===== src/rtl/im_loader_pkg.sv =====
// -----------------------------------------------------------------------------
// im_loader_pkg
// Shared definitions for the instruction-memory loader. It holds the loader
// state encoding and the framing constants of the program image: a
// little-endian header followed by little-endian 32-bit words.
// -----------------------------------------------------------------------------
package im_loader_pkg;

    typedef enum logic [2:0] {
        IDLE,
        LEN_LO,
        LEN_HI,
        DATA,
        WRITE,
        DONE,
        ERROR
    } state_t;

    // The header carries the word count N, low byte first.
    localparam int HDR_BYTES      = 2;
    localparam int BYTES_PER_WORD = 4;

endpackage


===== src/rtl/im_loader_word_assembler.sv =====
// -----------------------------------------------------------------------------
// im_loader_word_assembler
// Builds 32-bit little-endian words from a byte stream. Each byte is steered
// into a lane chosen by the byte counter. On the fourth byte, word_ready
// pulses while that byte is still on byte_in. The word is presented
// combinationally so the caller can register it on that same edge.
//
// Ports:
//   clk, rst    clock, asynchronous active-high reset
//   clear       restart at lane 0 (start of a session)
//   byte_valid  byte_in is accepted this cycle
//   byte_in     incoming byte
//   word        assembled word (valid while word_ready is high)
//   word_ready  the fourth byte of a word is being accepted this cycle
// -----------------------------------------------------------------------------
module im_loader_word_assembler
    import im_loader_pkg::*;
(
    input  logic        clk,
    input  logic        rst,
    input  logic        clear,
    input  logic        byte_valid,
    input  logic [7:0]  byte_in,
    output logic [31:0] word,
    output logic        word_ready
);

    logic [1:0]  byte_cnt;
    logic [23:0] low_bytes;   // lanes 0..2; lane 3 comes straight from byte_in

    // NOTE: sequential state uses non-blocking (<=) assignments only, so every
    // flop samples pre-edge values regardless of process ordering.
    // NOTE: this lane register is a handful of flops, not a memory array, so
    // it is cleared on reset like every other register.
    always_ff @(posedge clk or posedge rst) begin
        if (rst) begin
            byte_cnt  <= '0;
            low_bytes <= '0;
        end else if (clear) begin
            byte_cnt  <= '0;
        end else if (byte_valid) begin
            case (byte_cnt)
                2'd0:    low_bytes[7:0]   <= byte_in;
                2'd1:    low_bytes[15:8]  <= byte_in;
                2'd2:    low_bytes[23:16] <= byte_in;
                default: ;
            endcase
            // After lane 3, the counter wraps to 0, ready for the next word.
            byte_cnt <= byte_cnt + 2'd1;
        end
    end

    assign word       = {byte_in, low_bytes};
    assign word_ready = byte_valid && (byte_cnt == 2'(BYTES_PER_WORD - 1));

endmodule


===== src/rtl/im_loader.sv =====
// -----------------------------------------------------------------------------
// im_loader
// Receives a program image as a byte stream and writes it into the
// instruction memory one word at a time. The image is a 16-bit word count N
// followed by N little-endian words. The CPU is held in reset while the load
// runs. It is released once all N words are written, so execution starts
// at address 0.
//
// Ports:
//   clk, rst   clock, asynchronous active-high reset
//   start      pulse; begins a load session from IDLE, DONE or ERROR
//   rx_data    incoming byte
//   rx_valid   rx_data is valid this cycle
//   rx_ready   loader accepts a byte this cycle
//   im_we      instruction-memory write enable, one-cycle pulse per word
//   im_addr    word-aligned byte address of the write
//   im_wd      write data
//   cpu_hold   core held in reset while loading or after a rejected image
//   done       level; image fully written
//   error      level; header word count exceeds DEPTH_WORDS
// -----------------------------------------------------------------------------
module im_loader
    import im_loader_pkg::*;
#(
    parameter int ADDR_W      = 16,
    parameter int DEPTH_WORDS = 128
) (
    input  logic              clk,
    input  logic              rst,
    input  logic              start,
    input  logic [7:0]        rx_data,
    input  logic              rx_valid,
    output logic              rx_ready,
    output logic              im_we,
    output logic [ADDR_W-1:0] im_addr,
    output logic [31:0]       im_wd,
    output logic              cpu_hold,
    output logic              done,
    output logic              error
);

    state_t                   state, state_next;
    logic [HDR_BYTES*8-1:0]   n_words;
    logic [ADDR_W-3:0]        word_cnt;
    logic [ADDR_W-3:0]        word_cnt_inc;
    logic [HDR_BYTES*8-1:0]   n_hdr;
    logic                     start_ok;
    logic                     last_word;
    logic                     data_xfer;
    logic [31:0]              word;
    logic                     word_ready;

    // Full count as it will look once the high header byte is latched.
    assign n_hdr        = {rx_data, n_words[7:0]};
    assign start_ok     = start && (state == IDLE || state == DONE || state == ERROR);
    assign data_xfer    = rx_valid && (state == DATA);
    assign word_cnt_inc = word_cnt + 1'b1;
    assign last_word    = (32'(word_cnt_inc) == 32'(n_words));

    im_loader_word_assembler u_asm (
        .clk        (clk),
        .rst        (rst),
        .clear      (start_ok),
        .byte_valid (data_xfer),
        .byte_in    (rx_data),
        .word       (word),
        .word_ready (word_ready)
    );

    always_ff @(posedge clk or posedge rst) begin
        if (rst) state <= IDLE;
        else     state <= state_next;
    end

    // The outputs are decoded from the state alone. Because of this, reset
    // drops im_we, cpu_hold and rx_ready immediately, without waiting for
    // a clock edge.
    always_comb begin
        // NOTE: every signal gets a default before the case, so no path
        // leaves one unassigned and no latch is inferred.
        state_next = state;
        rx_ready   = 1'b0;
        im_we      = 1'b0;
        cpu_hold   = 1'b0;
        done       = 1'b0;
        error      = 1'b0;
        case (state)
            IDLE: begin
                if (start) state_next = LEN_LO;
            end
            LEN_LO: begin
                rx_ready = 1'b1;
                cpu_hold = 1'b1;
                if (rx_valid) state_next = LEN_HI;
            end
            LEN_HI: begin
                rx_ready = 1'b1;
                cpu_hold = 1'b1;
                if (rx_valid) begin
                    if (n_hdr == '0)                             state_next = DONE;
                    else if (n_hdr > (HDR_BYTES*8)'(DEPTH_WORDS)) state_next = ERROR;
                    else                                          state_next = DATA;
                end
            end
            DATA: begin
                rx_ready = 1'b1;
                cpu_hold = 1'b1;
                if (word_ready) state_next = WRITE;
            end
            WRITE: begin
                im_we      = 1'b1;
                cpu_hold   = 1'b1;
                state_next = last_word ? DONE : DATA;
            end
            DONE: begin
                done = 1'b1;
                if (start) state_next = LEN_LO;
            end
            ERROR: begin
                // Keep the core in reset so a rejected image never runs.
                error    = 1'b1;
                cpu_hold = 1'b1;
                if (start) state_next = LEN_LO;
            end
            default: state_next = IDLE;
        endcase
    end

    always_ff @(posedge clk or posedge rst) begin
        if (rst) begin
            n_words  <= '0;
            word_cnt <= '0;
            im_addr  <= '0;
            im_wd    <= '0;
        end else begin
            if (start_ok)                     word_cnt       <= '0;
            if (state == LEN_LO && rx_valid)  n_words[7:0]   <= rx_data;
            if (state == LEN_HI && rx_valid)  n_words[15:8]  <= rx_data;
            if (word_ready) begin
                im_wd   <= word;
                im_addr <= {word_cnt, 2'b00};
            end
            if (state == WRITE)               word_cnt       <= word_cnt_inc;
        end
    end

endmodule

===== config.mk =====
export PLATFORM = sky130hd
export DESIGN_NAME = im_loader
export DESIGN_NICKNAME = d
export VERILOG_FILES = /design/src/rtl/im_loader_pkg.sv /design/src/rtl/im_loader_word_assembler.sv /design/src/rtl/im_loader.sv
export SDC_FILE = /design/constraint.sdc
export NUM_CORES = 1
export LEC_CHECK = 0
export CORE_ASPECT_RATIO = 1.2
export CORE_MARGIN = 4
export CORE_UTILIZATION = 40
export CTS_BUF_LIST = sky130_fd_sc_hd__clkbuf_8
export DETAILED_ROUTE_END_ITERATION = 8
export GPL_ROUTABILITY_DRIVEN = 0
export SYNTH_ARGS = -nofsm -noshare
export SYNTH_HDL_FRONTEND = slang
export SYNTH_SLANG_ARGS = --single-unit

===== constraint.sdc =====
create_clock -name clk -period 3.42 [get_ports clk]
set_input_delay 0.855 -clock clk [delete_from_list [all_inputs] [get_ports clk]]
set_output_delay 0.855 -clock clk [all_outputs]
set_load 0.005 [all_outputs]

## Yosys cells after proc, flatten, opt, wreduce, memory -nomap -nowiden

Index checks and enable logic that the tools add are counted.

- Logic and storage cells: 64
- Input port bits: 12
- Bits in registers: 105
- Output and inout bits: 53

- Add/subtract/negate cells: 2
- Equality and inequality tests: 14
- Muxes and demuxes: 17
- Bitwise logic cells: 1
- Order comparisons: 1
- Reduce and logical (&&, ||, !) cells: 19

Operators with widths:

| kind | count |
|---|---|
| $mux 14 | 2 |
| $mux 3 | 7 |
| $eq 14x16->1 | 1 |
| $gt 16x8->1 const B | 1 |
| $logic_not 16->1 | 1 |
| $pmux 3 s5 | 1 |
| $add 14x1->14 const B | 1 |
| $eq 3x3->1 const B | 3 |
| $reduce_and 3->1 | 3 |
| $eq 3x2->1 const B | 2 |
| $reduce_or 3->1 | 2 |
| $logic_and 1x1->1 | 5 |
| $mux 1 | 5 |
| $reduce_or 5->1 | 1 |
| $eq 2x2->1 const B | 2 |
| $mux 2 | 2 |
| $ne 2x1->1 const B | 2 |
| $ne 2x2->1 const B | 2 |
| $reduce_and 4->1 | 1 |
| $reduce_bool 2->1 | 2 |
| $eq 3x1->1 const B | 1 |
| $logic_not 3->1 | 1 |
| $add 2x1->2 const B | 1 |
| $eq 2x1->1 const B | 1 |
| 3 further kinds | 4 |

## Logic depth before layout (Yosys ltp)

- Depth after elaboration: 6
- Depth in mapped cells: 8
- Mapped depth without buffers: 7

## Modules after synthesis

From an unflattened synthesis, not the netlist that was laid out.

- Cells, all modules: 412
- Area total of the unflattened synthesis: 5061.1 sq um

By module, submodules not included:

| module | times used | area an instance (sq um) | seq. area each (sq um) | cells each |
|---|---|---|---|---|
| im_loader | 1 | 3910.0 | 1976.9 | 338 |
| im_loader_word_assembler | 1 | 1151.1 | 650.6 | 74 |

## Worst setup path before layout

No wires, ideal clock.

- Path type: register -> register
- Start: reg word_cnt[0]
- End: reg state[1]
- Data required time: 3302 ps
- Library setup time: 118 ps
- Path buffers: 0
- Cell stages (with the launch flop): 8
- Arrival time: 2268 ps
- Setup slack: 1033 ps
- Period minus slack after synthesis: 2387 ps
- Path through: dfrtp_1 > ha_1 > nand3_1 > nor3_4 > xnor2_1 > or3_1 > or4_1 > a21o_1

- Word-level cells in the longest chain between the ends: 4

RTL lines:

| item | RTL line | text |
|---|---|---|
| start, declared | im_loader.sv:44 | `logic [ADDR_W-3:0] word_cnt;` |
| start signal, assigned | im_loader.sv:143 | `if (state == WRITE) word_cnt <= word_cnt_inc;` |
| $add 14x1->14 | im_loader.sv:57 | `assign word_cnt_inc = word_cnt + 1'b1;` |
| $eq 14x16->1 | im_loader.sv:58 | `assign last_word = (32'(word_cnt_inc) == 32'(n_words));` |
| $mux 3 | im_loader.sv:113 | `state_next = last_word ? DONE : DATA;` |
| $pmux 3 s5 | im_loader.sv:87 | `case (state)` |
| end signal, assigned | im_loader.sv:72 | `else state <= state_next;` |
| end, declared | im_loader.sv:42 | `state_t state, state_next;` |

Every way passes these cells.
A chain may end at the register's enable or synchronous reset.

## Final worst setup path

Ends and elaborated chain as after synthesis.

==> results.md <==
- Pint: 2.57 mW
- Worst path slowest cell: or4_1
- Die area: 13500 µm²
- Largest net degree at the start of global routing: 53
- Root Buffer: clkbuf_8
- Final slew viol count: 0
- I/O pin count: 65
- CP peak stage delay: 0.60 ns
- Cell variety after synth: 38
- Clk sinks: 105
- Top-area cell type share of the netlist area: 56.0%
- Die Ht: 127 µm
- DRT iter0 DRCs: 136
- Congestion Overflow GR: 0
- Number of flops mapped to enable cells by yosys: 0
- Async S/R FF share, synth: 100%
- Setup violators final: 0
- Clock H-tree levels: 3
- Post-CTS sizing: 0
- Fmax: 360 MHz
- Worst-case vdd ir drop: 0.270 mV
- N_diodes: 0
- Period utilization: 81.2%
- Setup crit end kind: register
- Post-route ant nets: 0
- Yosys top cell by area: dfrtp_1
- Final net count: 460
- Syn Std Cell Area: 4690 µm²
- Hold buffers post-CTS: 0
- Slew HR: 53.3%
- Core area: 11500 µm²
- Vias per inst: 5.13
- Total CTS buffers: 9
- Crit-path cells: ha_1 > nand3_1 > nor3_4 > xnor2_1 > or3_1 > or4_1 > a21o_1
- Final Hold Slack: 0.508 ns
- Switching pwr: 1.15 mW
- Drt drc: 0
- Slew @ Worst Pin: 0.698 ns
- Min cycle time layout: 2.78 ns
- Worst-Skew Late Latency: 0.37 ns
- TNS Setup: 0 ns
- Clk pin slew, worst setup/hold paths: 0.09 ns
- Post-DP HPWL: 7160 µm
- Wire per inst: 16.6 µm
- Pre-antenna DRT Iters: 4
- Cell Pwr Density: 649 nW/µm²
- Kind of cell adding the most delay to the critical path: simple AND/OR/NAND/NOR gates
- RSZ-0062 raised after global routing: no
- Post-synth top flop: dfrtp_1
- HP Class: register to register
- Port buffer count: 62
- First-pass GRT wire length: 17100 µm
- Area Overhead vs Synth: 22.2%
- Req. time, crit path: 3.69 ns
- Final hold violation count: 0
- Initial antenna violation count: 0
- Vias in the first global route: 3277
- Max Cap Viol: 0
- Pwr Total: 3.72 mW
- Maximum fanout along the worst path: 8
- Part of the power in registers: 49.7%
- Final Cell Area: 5730 µm²
- Number of buffers inserted by post-CTS setup repair: 0
- WL final: 10000 µm
- Share of layout cells above drive strength 1: 25.6%
- Vias: 3091
- Row cnt: 43
- Sequential cell area fraction in the yosys report: 56.0%
- Ranking of synthesized cells by area: dfrtp_1, mux2_2, xnor2_1
- Gate power share: 30.2%
- Leakage: 2.62 nW
- Most frequent cells after synthesis: dfrtp_1, mux2_2, nand2_1
- Outcome: complete, no violations
- WP buf/inv: 0
- Flop2flop setup slack: 0.64 ns
- CTS max path bufs: 2
- CP arrival: 3.04 ns
- CTS tree: built
- Switching power share of the total: 30.8%
- Die W: 107 µm
- Placed Area: 5550 µm²
- Initial core utilization: 40.8%
- Count leader, synth: dfrtp_1
- Clock Skew: 0.00581 ns
- Critical path class: register to register
- Setup crit start kind: register
- Mapped Cells: 374
- Yosys reg bits: 105
- Tot GR Track Use: 16.0%
- Clk pwr share: 20.1%
- Avg Cell Area, Syn: 12.5 µm²
- YS warnings: 0
==> area by class of cell <==
cell class                      count  area [µm²]
Clock inverter                      6        61.3
Fill cell                        1063        5780
Clock buffer                        9         124
Sequential cell                   105        2630
Multi-Input combinational cell    248        1980
Timing Repair Buffer               72         721
Inverter                            6        26.3
Tap cell                          157         196
==> cells in the final DEF, fill, tap and decap left out, drive strengths merged, types with 9 or more instances in the layout <==
cell,count
o21ai,24
nor2,22
nand2,25
clkdlybuf4s50,62
xnor2,14
mux2,87
buf,10
dfrtp,105
clkbuf,9
xor2,12
==> metrics by stage <==
step / setup slack (ns) / std cells / utilization (%)
after floorplan: 1.03 / 375 / -
after global placement: 0.653 / 588 / 48.2
after detailed placement: 0.620 / 588 / 48.2
after CTS: 0.626 / 603 / 49.8
after global routing: 0.520 / 603 / 49.8
final: 0.645 / 603 / 49.8
==> state kept, by name (all words and copies together) (netlist names) <==
name and cells:
im_wd 32, u_asm.low_bytes 24, n_words 16, im_addr 14, word_cnt 14, state 3
u_asm.byte_cnt 2
==> layer usage <==
layer | track usage (%) | routed length [µm]
met3 | 3.16 | 426
met4 | 6.09 | 179
met2 | 26.2 | 4970
met1 | 21.1 | 4450
met5 | 0 | 0
==> worst register-to-register path: stages (launching register included) <==
cell     delay [ns]
dfrtp_1        0.53
ha_1           0.32
nand3_1        0.27
nor3_4         0.29
xnor2_1        0.11
or3_1          0.36
or4_1          0.60
a21o_1         0.21
==> power by group through the flow <==
stage / clock [mW] / sequential, mW / combinational [mW]
after global routing: 0.828 / 1.90 / 1.26
after detailed placement: 0 / 1.88 / 1.14
after floorplan: 0 / 1.76 / 0.778
final: 0.749 / 1.85 / 1.12
after CTS: 0.774 / 1.86 / 1.14
after global placement: 0 / 1.86 / 1.11
==> cell families (layout without fill, tap and decap cells) <==
group	after synthesis	after routing	synth area share (%)
flip-flops	105	105	56.0
XOR/XNOR	26	26	4.85
AND/OR/NAND/NOR	83	83	9.04
AO/OA/AOI/OAI	44	44	5.55
other	1	2	0.0799
adder cells (fa/ha/maj)	6	6	1.60
multiplexers	87	87	20.9
buffers and inverters	22	93	2.00
==> worst paths after layout <==
| path | startpoint | endpoint | cells past startpoint |
|---|---|---|---|
| hold / removal | im_addr[10] | im_addr[10] | 1 |
| min in group asynchronous | rst | im_wd[2] | 2 |
| max in group asynchronous | rst | word_cnt[3] | 3 |
| setup reg to reg | word_cnt[0] | state[1] | 7 |
| hold reg to reg | im_addr[10] | im_addr[10] | 1 |
| setup / recovery | word_cnt[0] | state[1] | 7 |
No activity file was read; power rests on OpenSTA's default activity.
